$ cat src/rtl/date2stamp_iter.sv
// Iterative local date/time + timezone to UTC seconds-since-epoch converter.
// Walks elapsed years and months one per cycle; valid/ready on both sides.
module date2stamp_iter #(
  parameter int unsigned YEAR_W     = 14,
  parameter int unsigned STAMP_W    = 64,
  parameter int unsigned EPOCH_YEAR = 1970,
  parameter int unsigned TZ_W       = 11
) (
  input  logic               clk,
  input  logic               rst,
  input  logic               in_valid,
  output logic               in_ready,
  input  logic [YEAR_W-1:0]  year,
  input  logic [3:0]         month,
  input  logic [4:0]         day,
  input  logic [4:0]         hour,
  input  logic [5:0]         minute,
  input  logic [5:0]         second,
  input  logic [TZ_W-1:0]    tz_offset_min,
  output logic               out_valid,
  input  logic               out_ready,
  output logic [STAMP_W-1:0] time_stamp,
  output logic               err
);

  typedef enum logic [2:0] {IDLE, CHECK, YEARS, MONTHS, SECS, DONE} state_t;

  localparam int unsigned ACC_W = 32;
  // Two bits of headroom above STAMP_W: one for sign, one to detect overflow.
  localparam int unsigned CW = (STAMP_W + 2 > 56) ? STAMP_W + 2 : 56;
  localparam logic [YEAR_W-1:0] EPOCH = YEAR_W'(EPOCH_YEAR);
  localparam int TZ_MIN = -720;
  localparam int TZ_MAX = 840;

  function automatic logic is_leap(input logic [YEAR_W-1:0] y);
    return (y[1:0] == 2'b00) &&
           (((y % YEAR_W'(100)) != '0) || ((y % YEAR_W'(400)) == '0));
  endfunction

  function automatic logic [4:0] dim(input logic [3:0] m, input logic [YEAR_W-1:0] y);
    case (m)
      4'd2:                    dim = is_leap(y) ? 5'd29 : 5'd28;
      4'd4, 4'd6, 4'd9, 4'd11: dim = 5'd30;
      default:                 dim = 5'd31;
    endcase
  endfunction

  state_t              state, state_n;
  logic [YEAR_W-1:0]   year_r, year_n, iter, iter_n;
  logic [3:0]          month_r, month_n, m_iter, m_iter_n;
  logic [4:0]          day_r, day_n, hour_r, hour_n;
  logic [5:0]          minute_r, minute_n, second_r, second_n;
  logic [TZ_W-1:0]     tz_r, tz_n;
  logic [ACC_W-1:0]    acc, acc_n;
  logic                bad, bad_n;
  logic                in_ready_n, out_valid_n, err_n;
  logic [STAMP_W-1:0]  time_stamp_n;
  logic                bad_c;
  logic [CW-1:0]       local_c;
  logic signed [CW-1:0] tz_ext_c, utc_c;

  // Field validation on the registered request.
  assign bad_c = (year_r < EPOCH) || (month_r == 4'd0) || (month_r > 4'd12) ||
                 (day_r == 5'd0) || (day_r > dim(month_r, year_r)) ||
                 (hour_r > 5'd23) || (minute_r > 6'd59) || (second_r > 6'd59) ||
                 (int'($signed(tz_r)) < TZ_MIN) || (int'($signed(tz_r)) > TZ_MAX);

  assign local_c = (CW'(acc) + CW'(day_r) - CW'(1)) * CW'(86400) +
                   CW'(hour_r) * CW'(3600) + CW'(minute_r) * CW'(60) + CW'(second_r);
  assign tz_ext_c = CW'($signed(tz_r));
  // tz * 60 as tz*64 - tz*4.
  assign utc_c = $signed(local_c) - ((tz_ext_c <<< 6) - (tz_ext_c <<< 2));

  always_comb begin
    state_n      = state;
    year_n       = year_r;
    month_n      = month_r;
    day_n        = day_r;
    hour_n       = hour_r;
    minute_n     = minute_r;
    second_n     = second_r;
    tz_n         = tz_r;
    acc_n        = acc;
    iter_n       = iter;
    m_iter_n     = m_iter;
    bad_n        = bad;
    err_n        = err;
    time_stamp_n = time_stamp;
    case (state)
      IDLE: begin
        if (in_valid && in_ready) begin
          year_n       = year;
          month_n      = month;
          day_n        = day;
          hour_n       = hour;
          minute_n     = minute;
          second_n     = second;
          tz_n         = tz_offset_min;
          acc_n        = '0;
          iter_n       = EPOCH;
          m_iter_n     = 4'd1;
          bad_n        = 1'b0;
          err_n        = 1'b0;
          time_stamp_n = '0;
          state_n      = CHECK;
        end
      end
      // Invalid requests still pass through SECS so they report two edges after acceptance.
      CHECK: begin
        if (bad_c) begin
          bad_n   = 1'b1;
          state_n = SECS;
        end else if (year_r == EPOCH) begin
          state_n = (month_r == 4'd1) ? SECS : MONTHS;
        end else begin
          state_n = YEARS;
        end
      end
      YEARS: begin
        acc_n  = acc + ACC_W'(365) + ACC_W'(is_leap(iter));
        iter_n = iter + YEAR_W'(1);
        if (iter + YEAR_W'(1) == year_r)
          state_n = (month_r == 4'd1) ? SECS : MONTHS;
      end
      MONTHS: begin
        acc_n    = acc + ACC_W'(dim(m_iter, year_r));
        m_iter_n = m_iter + 4'd1;
        if (m_iter + 4'd1 == month_r) state_n = SECS;
      end
      SECS: begin
        if (bad || utc_c[CW-1]) begin
          err_n        = 1'b1;
          time_stamp_n = '0;
        end else if (|utc_c[CW-2:STAMP_W]) begin
          err_n        = 1'b1;
          time_stamp_n = '1;
        end else begin
          err_n        = 1'b0;
          time_stamp_n = utc_c[STAMP_W-1:0];
        end
        state_n = DONE;
      end
      DONE: begin
        if (out_ready) state_n = IDLE;
      end
      default: state_n = IDLE;
    endcase
    in_ready_n  = (state_n == IDLE);
    out_valid_n = (state_n == DONE);
  end

  always_ff @(posedge clk or posedge rst) begin
    if (rst) begin
      state      <= IDLE;
      year_r     <= '0;
      month_r    <= '0;
      day_r      <= '0;
      hour_r     <= '0;
      minute_r   <= '0;
      second_r   <= '0;
      tz_r       <= '0;
      acc        <= '0;
      iter       <= '0;
      m_iter     <= '0;
      bad        <= 1'b0;
      in_ready   <= 1'b0;
      out_valid  <= 1'b0;
      err        <= 1'b0;
      time_stamp <= '0;
    end else begin
      state      <= state_n;
      year_r     <= year_n;
      month_r    <= month_n;
      day_r      <= day_n;
      hour_r     <= hour_n;
      minute_r   <= minute_n;
      second_r   <= second_n;
      tz_r       <= tz_n;
      acc        <= acc_n;
      iter       <= iter_n;
      m_iter     <= m_iter_n;
      bad        <= bad_n;
      in_ready   <= in_ready_n;
      out_valid  <= out_valid_n;
      err        <= err_n;
      time_stamp <= time_stamp_n;
    end
  end

endmodule

$ cat config.mk
export PLATFORM = sky130hd
export DESIGN_NAME = date2stamp_iter
export DESIGN_NICKNAME = d
export VERILOG_FILES = /design/src/rtl/date2stamp_iter.sv
export SDC_FILE = /design/constraint.sdc
export NUM_CORES = 1
export LEC_CHECK = 0
export BUFFER_PORTS_ARGS = -buffer_cell sky130_fd_sc_hd__clkbuf_2
export CAP_MARGIN = 20
export CORE_ASPECT_RATIO = 1.75
export CORE_MARGIN = 2
export CORE_UTILIZATION = 60
export CTS_BUF_LIST = sky130_fd_sc_hd__clkbuf_8 sky130_fd_sc_hd__clkbuf_16
export DETAILED_ROUTE_END_ITERATION = 12
export GPL_ROUTABILITY_DRIVEN = 1
export GPL_TIMING_DRIVEN = 1
export PLACE_DENSITY_LB_ADDON = 0.25
export SETUP_SLACK_MARGIN = 0.05
export SLEW_MARGIN = 10
export SYNTH_ARGS = -nofsm -noshare
export SYNTH_HDL_FRONTEND = slang
export SYNTH_SLANG_ARGS = --single-unit
export TNS_END_PERCENT = 5
$ cat constraint.sdc
create_clock -name clk -period 18.6 [get_ports clk]
set_input_delay 2.79 -clock clk [delete_from_list [all_inputs] [get_ports clk]]
set_output_delay 2.79 -clock clk [all_outputs]
set_load 0.1 [all_outputs]
; ---- Word level (Yosys, flattened, before mapping)
; Cells that the tools add are included.
[classes]
addsub = 12
reduce_logical = 38
div = 4
n_eq_ne = 22
multipliers = 3
magnitude_cmp = 8
n_mux = 28
[op_table]
columns = op, n
row1 = $mux 64, 3
row2 = $pmux 64 s2, 1
row3 = $pmux 32 s3, 1
row4 = $add 66x12->66, 1
row5 = $add 66x17->66, 1
row6 = $add 66x6->66, 1
row7 = $mul 66x10->59 const B, 1
row8 = $sub 66x18->66, 1
row9 = $sub 33x1->34 const B, 1
row10 = $add 32x5->33, 1
row11 = $add 32x1->32, 1
row12 = $add 32x5->32, 1
row13 = $add 32x9->32 const B, 1
row14 = $mux 32, 1
row15 = $logic_not 14->1, 2
row16 = $mod 14x7->14 const B, 2
row17 = $mod 14x9->14 const B, 2
row18 = $pmux 14 s2, 1
row19 = $reduce_bool 14->1, 2
row20 = $mux 3, 7
row21 = $pmux 3 s6, 1
row22 = $sub 17x13->18, 1
row23 = $eq 4x3->1 const B, 4
row24 = $eq 4x4->1 const B, 4
row25 = other kinds (39), 73
[word_totals]
word_cells = 131
ff_bits = 172

; ---- Depth between registers and ports, before layout
; Gate-level depths: netlist (run 1).
[logic_depth]
word_depth = 16
depth_mapped = 61

; ---- Worst setup path before layout (run 1)
; Ideal clock, no wire load.
[synth_path]
path_type = register to register
from = register acc[2]
to = register time_stamp[0]
setup_time_ns = 0.133
t_required_ns = 18.467
arrival_time_ns = 11.123
stages_incl_launch_ff = 59
period_less_slack_ns = 11.256
setup_slack_ns = 7.344
path_cell_list = dfrtp_1 > inv_1 > ha_1 > inv_1 > ha_1 > a21o_1 > a21oi_1 > o21bai_1 > a21oi_1 > o21bai_1 > a21oi_1 > o21bai_1 > a2111o_1 > a211oi_1 > o31ai_1 > o311a_1 > o21a_1 > o21a_1 > [... 23 more ...] > inv_1 > ha_1 > ha_1 > ha_1 > nand3_1 > nor3_1 > nand2_1 > nor2_1 > nand3_1 > o2111ai_1 > o211ai_1 > o31ai_1 > xnor2_1 > xnor2_1 > nor2_1 > nand2_1 > clkbuf_1 > o21ai_0
[synth_between]
elab_chain_len = 10
elab_cells_between_ends = 11
[synth_rtl]
columns = element, line
row1 = start: declaration, 54  ; logic [ACC_W-1:0] acc, acc_n;
row2 = start signal: assignment, 179  ; acc <= acc_n;
row3 = $add 32x5->33 (*), 68  ; assign local_c = (CW'(acc) + CW'(day_r) - CW'(1)) * CW'(86400) +
row4 = $sub 33x1->34 (*), 68
row5 = $mul 66x10->59 (*), 68
row6 = $add 66x17->66 (*), 68
row7 = $add 66x12->66 (*), 69  ; CW'(hour_r) * CW'(3600) + CW'(minute_r) * CW'(60) + CW'(second_r);
row8 = $add 66x6->66 (*), 69
row9 = $sub 66x18->66 (*), 72  ; assign utc_c = $signed(local_c) - ((tz_ext_c <<< 6) - (tz_ext_c <<< 2));
row10 = $mux 64 or $logic_or 1x1->1 (tied branches), "134, 131"
row11 = $mux 64 (*), 131  ; if (bad || utc_c[CW-1]) begin
row12 = $pmux 64 s2 (*), 89  ; case (state)
row13 = end signal: assignment, 186  ; time_stamp <= time_stamp_n;
row14 = end: declaration, 22  ; output logic [STAMP_W-1:0] time_stamp,
; Mark *: on every way between the ends. The rest lies on a longest branch, timed or not.
; A chain may end at the register's enable or synchronous reset.

; ---- Worst setup path in the final report (run 1)
[layout_path]
from = register acc[2]
to = register time_stamp[54]
; The elaborated chain is that of the path after synthesis.

==> results of run 1 <==
## cell type report
cell class              count  share of cell area, %
multi-input cells        2362                  69.75
flip-flops and latches    172                  16.14
inverters                 476                  6.718
repair buffers            131                  2.641
well taps                 555                  2.604
clock buffers              18                  1.647
clock inverters            14                 0.5020
## worst max-delay path, delay by kind of cell (launching register included)
kind / cells / cell delay [ps]
AOI/OAI and AO/OA: 23 / 5440
adders and majority gates: 11 / 3890
and+or+nand+nor: 11 / 2470
xor gates and xnor gates: 3 / 1040
buffers and inverters: 8 / 550
DFF: 1 / 410
## logic make-up after synthesis
logic type | after synthesis | synth area share [%]
buf+inv | 572 | 8.656
xor+xnor | 173 | 6.049
fa+ha+maj | 557 | 32.07
flops | 172 | 17.18
mux | 20 | 0.8590
compound gates | 790 | 20.01
simple gates | 822 | 15.18
## sequential cells by signal, indices dropped and copies added (netlist names), 4 cells and up
name / cells
time_stamp: 64
acc: 32
iter: 14
year_r: 14
tz_r: 11
minute_r: 6
second_r: 6
day_r: 5
hour_r: 5
m_iter: 4
month_r: 4
## metrics by stage
stage	worst slack (ps)	cell area, µm²	std cells	util [%]	hold WS, ps
floorplan	7344	25050	3106	-	446.4
global placement	4933	26060	3694	62.80	460.0
detailed placement	4791	26070	3695	62.82	469.5
CTS	4761	26640	3727	64.20	485.4
global route	3591	26670	3728	64.27	510.0
finish	4570	26670	3728	64.27	482.2
## cell usage in the layout (no fill, tap or decap), drive strengths merged, types with 27 or more instances in the layout
| cell | count |
|---|---|
| nand2 | 307 |
| xor2 | 55 |
| nor3 | 50 |
| ha | 410 |
| dfrtp | 172 |
| a31oi | 36 |
| and3 | 27 |
| nor2b | 29 |
| o21ai | 256 |
| a21oi | 182 |
| nand3 | 51 |
| fa | 143 |
| a21o | 88 |
| clkbuf | 139 |
| o21a | 27 |
| inv | 483 |
| nor2 | 210 |
| nand2b | 36 |
| xnor2 | 118 |
## worst paths after layout
| path | from | end | cells after the start |
|---|---|---|---|
| worst max register to register | acc[2] | time_stamp[54] | 56 |
| worst min-delay path | time_stamp[19] | time_stamp[19] | 2 |
| worst max-delay path | acc[2] | time_stamp[54] | 56 |
| min in group asynchronous | rst | time_stamp[63] | 2 |
| worst min register to register | time_stamp[19] | time_stamp[19] | 2 |
| max in group asynchronous | rst | year_r[6] | 4 |
## per-layer routing
| metal | global-route usage [%] | vias to the layer above |
|---|---|---|
| li1 | - | 10650 |
| met4 | 17.85 | 0 |
| met1 | 30.10 | 10600 |
| met3 | 2.861 | 219 |
| met5 | 0 | - |
| met2 | 56.41 | 524 |
==> results.py, run 1 <==
metrics = {
    "route": {
        "wl_mm": 62.22,
        "wl_met3_mm": 1.593,
        "first_iter_violations": 1092,
        "vias": 22000,
        "top_layer": "met4",
        "via_per_inst": 5.900,
        "drc_errors": 0,
        "ant_nets": 0,
        "wl_met2_mm": 34.15,
        "first_pass_iters": 7,
        "wl_per_cell_um": 16.69,
        "wl_met1_mm": 22.63,
    },
    "floorplanning": {
        "io_pins": 122,
        "rows": 99,
        "die_area_um2": 43470,
        "fp.coreArea_um2": 41500,
        "dieHeight_um": 274.3,
        "initial_core_util_pct": 60.37,
        "die_w_um": 158.5,
    },
    "clock_tree": {
        "cts.path.max_buffers": 2,
        "cts_setup_buffers": 0,
        "clk_latency_ps": 470,
        "cts_tree": "done",
        "cts_resized": 0,
        "path_clk_slew_ps": 80,
        "hold_buffers": 0,
        "cts-buffers-inserted": 17,
        "clock-root-buffer": "clkbuf_16",
        "cts_sinks": 172,
        "htreeDepth": 4,
    },
    "setup_path": {
        "crit_path_start_kind": "flop",
        "arrival_ps": 14330,
        "critPathKind": "flop to flop",
        "r2r_slack_ps": 4570,
        "critical_path.endpoint_type": "flop",
        "max_stage_delay_ps": 710,
        "critPathRequiredTime_ps": 18900,
        "slowest_stage": "nand2_2",
        "cp_max_fo": 64,
    },
    "hold_path": {
        "hold_class": "flop to flop",
    },
    "yosys": {
        "ys_seq_area_share_pct": 17.18,
        "async_flop_share_pct": 100.0,
        "synthCells": 3106,
        "syn_area_um2": 25050,
        "yosys.area.top_type": "ha_1",
        "synth.top_cell.area_share_pct": 20.48,
        "synth_edf_count": 0,
        "synth_seq_cells": 172,
        "synth.cells.most_frequent": "474 x inv_1, 410 x ha_1, 306 x nand2_1",
        "yosysMostFrequentCell": "inv_1",
        "yosysWarnings": 0,
        "synth-main-ff-cell": "dfrtp_1",
        "synth_cell_types": 102,
        "avgSynthCellArea_um2": 8.065,
        "yosys-top-cells-area": "ha_1 20%, dfrtp_1 17%, fa_1 11%, inv_1 7.1%, o21ai_0 5.1%",
        "synthesis.nets": 3714,
    },
    "sta": {
        "fin_skew_ps": 14.34,
        "slew_headroom_pct": 29.85,
        "setup_viol": 0,
        "fin_crit_sh_pct": 75.43,
        "fin_tns_setup_ps": 0,
        "finalCriticalPeriod_ps": 14030,
        "max_freq_mhz": 71.27,
        "slew_viol_final": 0,
        "worst_slew_pin_slew_ps": 1052,
        "rsz0062_at_grt": "false",
        "hold_viol_final": 0,
    },
    "layout": {
        "final-seq-area_um2": 4304,
        "multi_input_area_um2": 18600,
        "drive_above_1_share_pct": 6.681,
        "fill_cells": 3583,
        "syn_to_final_growth_pct": 6.463,
        "fin_nets": 3768,
        "n_antenna_cell": 0,
    },
    "global_route": {
        "antenna_found_initial": 0,
        "grt_pass1_wl_mm": 104.8,
        "overflow": 0,
        "grt_pass1_vias": 22630,
        "track_usage_pct": 29.43,
        "grt_max_degree": 96,
    },
    "outcome": {
        "status": "complete, no violations",
    },
    "place": {
        "place.gp.congestion": 0.9532,
        "dpl.hpwl_mm": 50.10,
        "port_buffers": 121,
    },
    "flow_run": {
        "cap_viol_max_count": 0,
    },
}
Power of run 1 is left out: the tool's default activity adds up to more than one toggle a clock period on the data nets, which glitch-free logic cannot reach.
==> run 2, diff against run 1 <==
==> constraint.sdc (replaced) <==
create_clock -name clk -period 13.15 [get_ports clk]
set_input_delay 1.9725 -clock clk [delete_from_list [all_inputs] [get_ports clk]]
set_output_delay 1.9725 -clock clk [all_outputs]
set_load 0.1 [all_outputs]
==> run 2 against run 1 <==
Against the previous run:
- hold slack got worse by 1.2 ps
- utilization up 0.46 points
- design area up 0.72%
- die area is the same
- wire length rose by 0.96%
- critical path depth shrank 4
- highest routed layer unchanged
- via count up 0.10%
- register-to-register slack worse by 3700 ps
- critical path type unchanged
- global-route usage up 0.27 points
- cell count increased by 0.35%
- worst setup slack got worse by 3700 ps
- non-clock buffer count rose by 14
==> results.py, run 2 (same netlist as run 1, synthesis figures left out) <==
metrics = {
    "global_route": {
        "grt_use_met1_pct": 29.27,
        "met3_usage_pct": 3.525,
        "grt_max_degree": 91,
        "grt_pass1_wl_mm": 105.3,
        "grt_pass1_vias": 22940,
        "antenna_found_initial": 0,
        "overflow": 0,
        "grt_busiest_layer": "met2",
        "grtUsageMet2_pct": 57.44,
        "track_usage_pct": 29.70,
    },
    "setup_path": {
        "crit_path_start_kind": "flop",
        "cp_max_fo": 18,
        "slowest_stage": "fa_1",
        "critical_path.endpoint_type": "flop",
        "cp_common_cell": "a21o_1",
        "reg2regPathDepth": 52,
        "critPathKind": "flop to flop",
        "arrival_ps": 12660,
        "critPathRequiredTime_ps": 13520,
        "max_stage_delay_ps": 520,
    },
    "sta": {
        "setup_viol": 0,
        "slew_viol_final": 0,
        "fin_tns_setup_ps": 0,
        "worst_slew_pin_slew_ps": 1055,
        "fin_skew_ps": 14.57,
        "slew_headroom_pct": 29.69,
        "whs_ps": 480.9,
        "max_freq_mhz": 81.35,
        "rsz0062_at_grt": "false",
        "fin_crit_sh_pct": 93.48,
        "finalCriticalPeriod_ps": 12290,
        "hold_viol_final": 0,
    },
    "clock_tree": {
        "htreeDepth": 4,
        "cts.path.max_buffers": 2,
        "cts-buffers-inserted": 17,
        "cts_sinks": 172,
        "clk_latency_ps": 460,
        "clock-root-buffer": "clkbuf_16",
        "path_clk_slew_ps": 70,
        "cts_tree": "done",
    },
    "place": {
        "dpl.hpwl_mm": 50.80,
        "dp_cells": 3706,
        "port_buffers": 121,
        "place.gp.congestion": 0.9705,
    },
    "floorplanning": {
        "dieHeight_um": 274.3,
        "fp.coreArea_um2": 41500,
        "io_pins": 122,
        "rows": 99,
        "die_w_um": 158.5,
        "die_area_um2": 43470,
        "initial_core_util_pct": 60.37,
    },
    "layout": {
        "syn_to_final_growth_pct": 7.228,
        "fill_cells": 3601,
        "drive_above_1_share_pct": 7.659,
        "fin_nets": 3782,
        "stdcell_count": 3741,
        "final-seq-area_um2": 4304,
        "largest_registers": "time_stamp x64, acc x32",
        "multi_input_area_um2": 18720,
        "n_antenna_cell": 0,
        "largest_register_ffs": 64,
        "layout_commonest_cell": "inv_1",
        "largest-register": "time_stamp",
        "layout_common_cells": "474 x inv_1, 409 x ha_1, 305 x nand2_1",
    },
    "route": {
        "wl_mm": 62.81,
        "via_per_inst": 5.886,
        "first_iter_violations": 1154,
        "ant_nets": 0,
        "vias": 22020,
        "first_pass_iters": 5,
        "drc_errors": 0,
        "wl_per_cell_um": 16.79,
    },
    "outcome": {
        "status": "complete, no violations",
    },
    "hold_path": {
        "hold_class": "flop to flop",
        "holdPathStages": 2,
    },
    "flow_run": {
        "cap_viol_max_count": 0,
    },
}
[run 2: cell count changes in the layout (fill, tap and decap cells not counted), sizes merged]
cell,previous run,this run
bufinv,1,0
inv,483,482
clkinvlp,2,4
buf,10,24
clkbuf,139,138
[run 2: what timing repair did]
item / CTS / global route
setup buffers: 0 / 4
gates resized for setup: 0 / 27
setup endpoints to repair: 0 / 65
hold buffers: 0 / 0
[run 2: critical path, delay by kind of cell (launching register included)]
kind	cells	cell delay [ps]
AO/OA/AOI/OAI	28	5880
XOR/XNOR	3	670
adder cells (fa/ha/maj)	10	3710
buffers and inverters	5	650
flip-flops	1	400
AND/OR/NAND/NOR	6	850
[run 2: cell type report]
type,instances,share of cell area (%)
Inverter,476,6.670
Sequential cell,172,16.02
Multi-Input combinational cell,2362,69.70
Tap cell,555,2.585
Clock inverter,14,0.4146
Timing Repair Buffer,145,3.018
Clock buffer,17,1.584
[run 2: per-stage QoR]
stage / util, % / area [µm²] / worst slack, ps
2_1_floorplan: - / 25050 / 1894
3_3_place_gp: 63.07 / 26170 / 323.9
3_5_place_dp: 63.07 / 26170 / 115.2
4_1_cts: 64.37 / 26710 / 66.17
5_1_grt: 64.73 / 26860 / 94.05
6_report: 64.73 / 26860 / 856.9
[run 2: per-layer routing]
layer  vias up  share of wire (%)
met5         -                  0
li1      10670                  -
met1     10620                 36
met4         0                6.4
met2       521                 55
met3       211                2.7
[run 2: final timing paths]
check	start	end	slack, ps
worst min-delay path	time_stamp[8]	time_stamp[8]	480
worst max-delay path	acc[2]	time_stamp[49]	860
min in group asynchronous	rst	time_stamp[60]	1540
worst max register to register	acc[2]	time_stamp[49]	860
worst min register to register	time_stamp[8]	time_stamp[8]	480
max in group asynchronous	rst	acc[29]	9510
Power of run 2 is left out for the same reason.
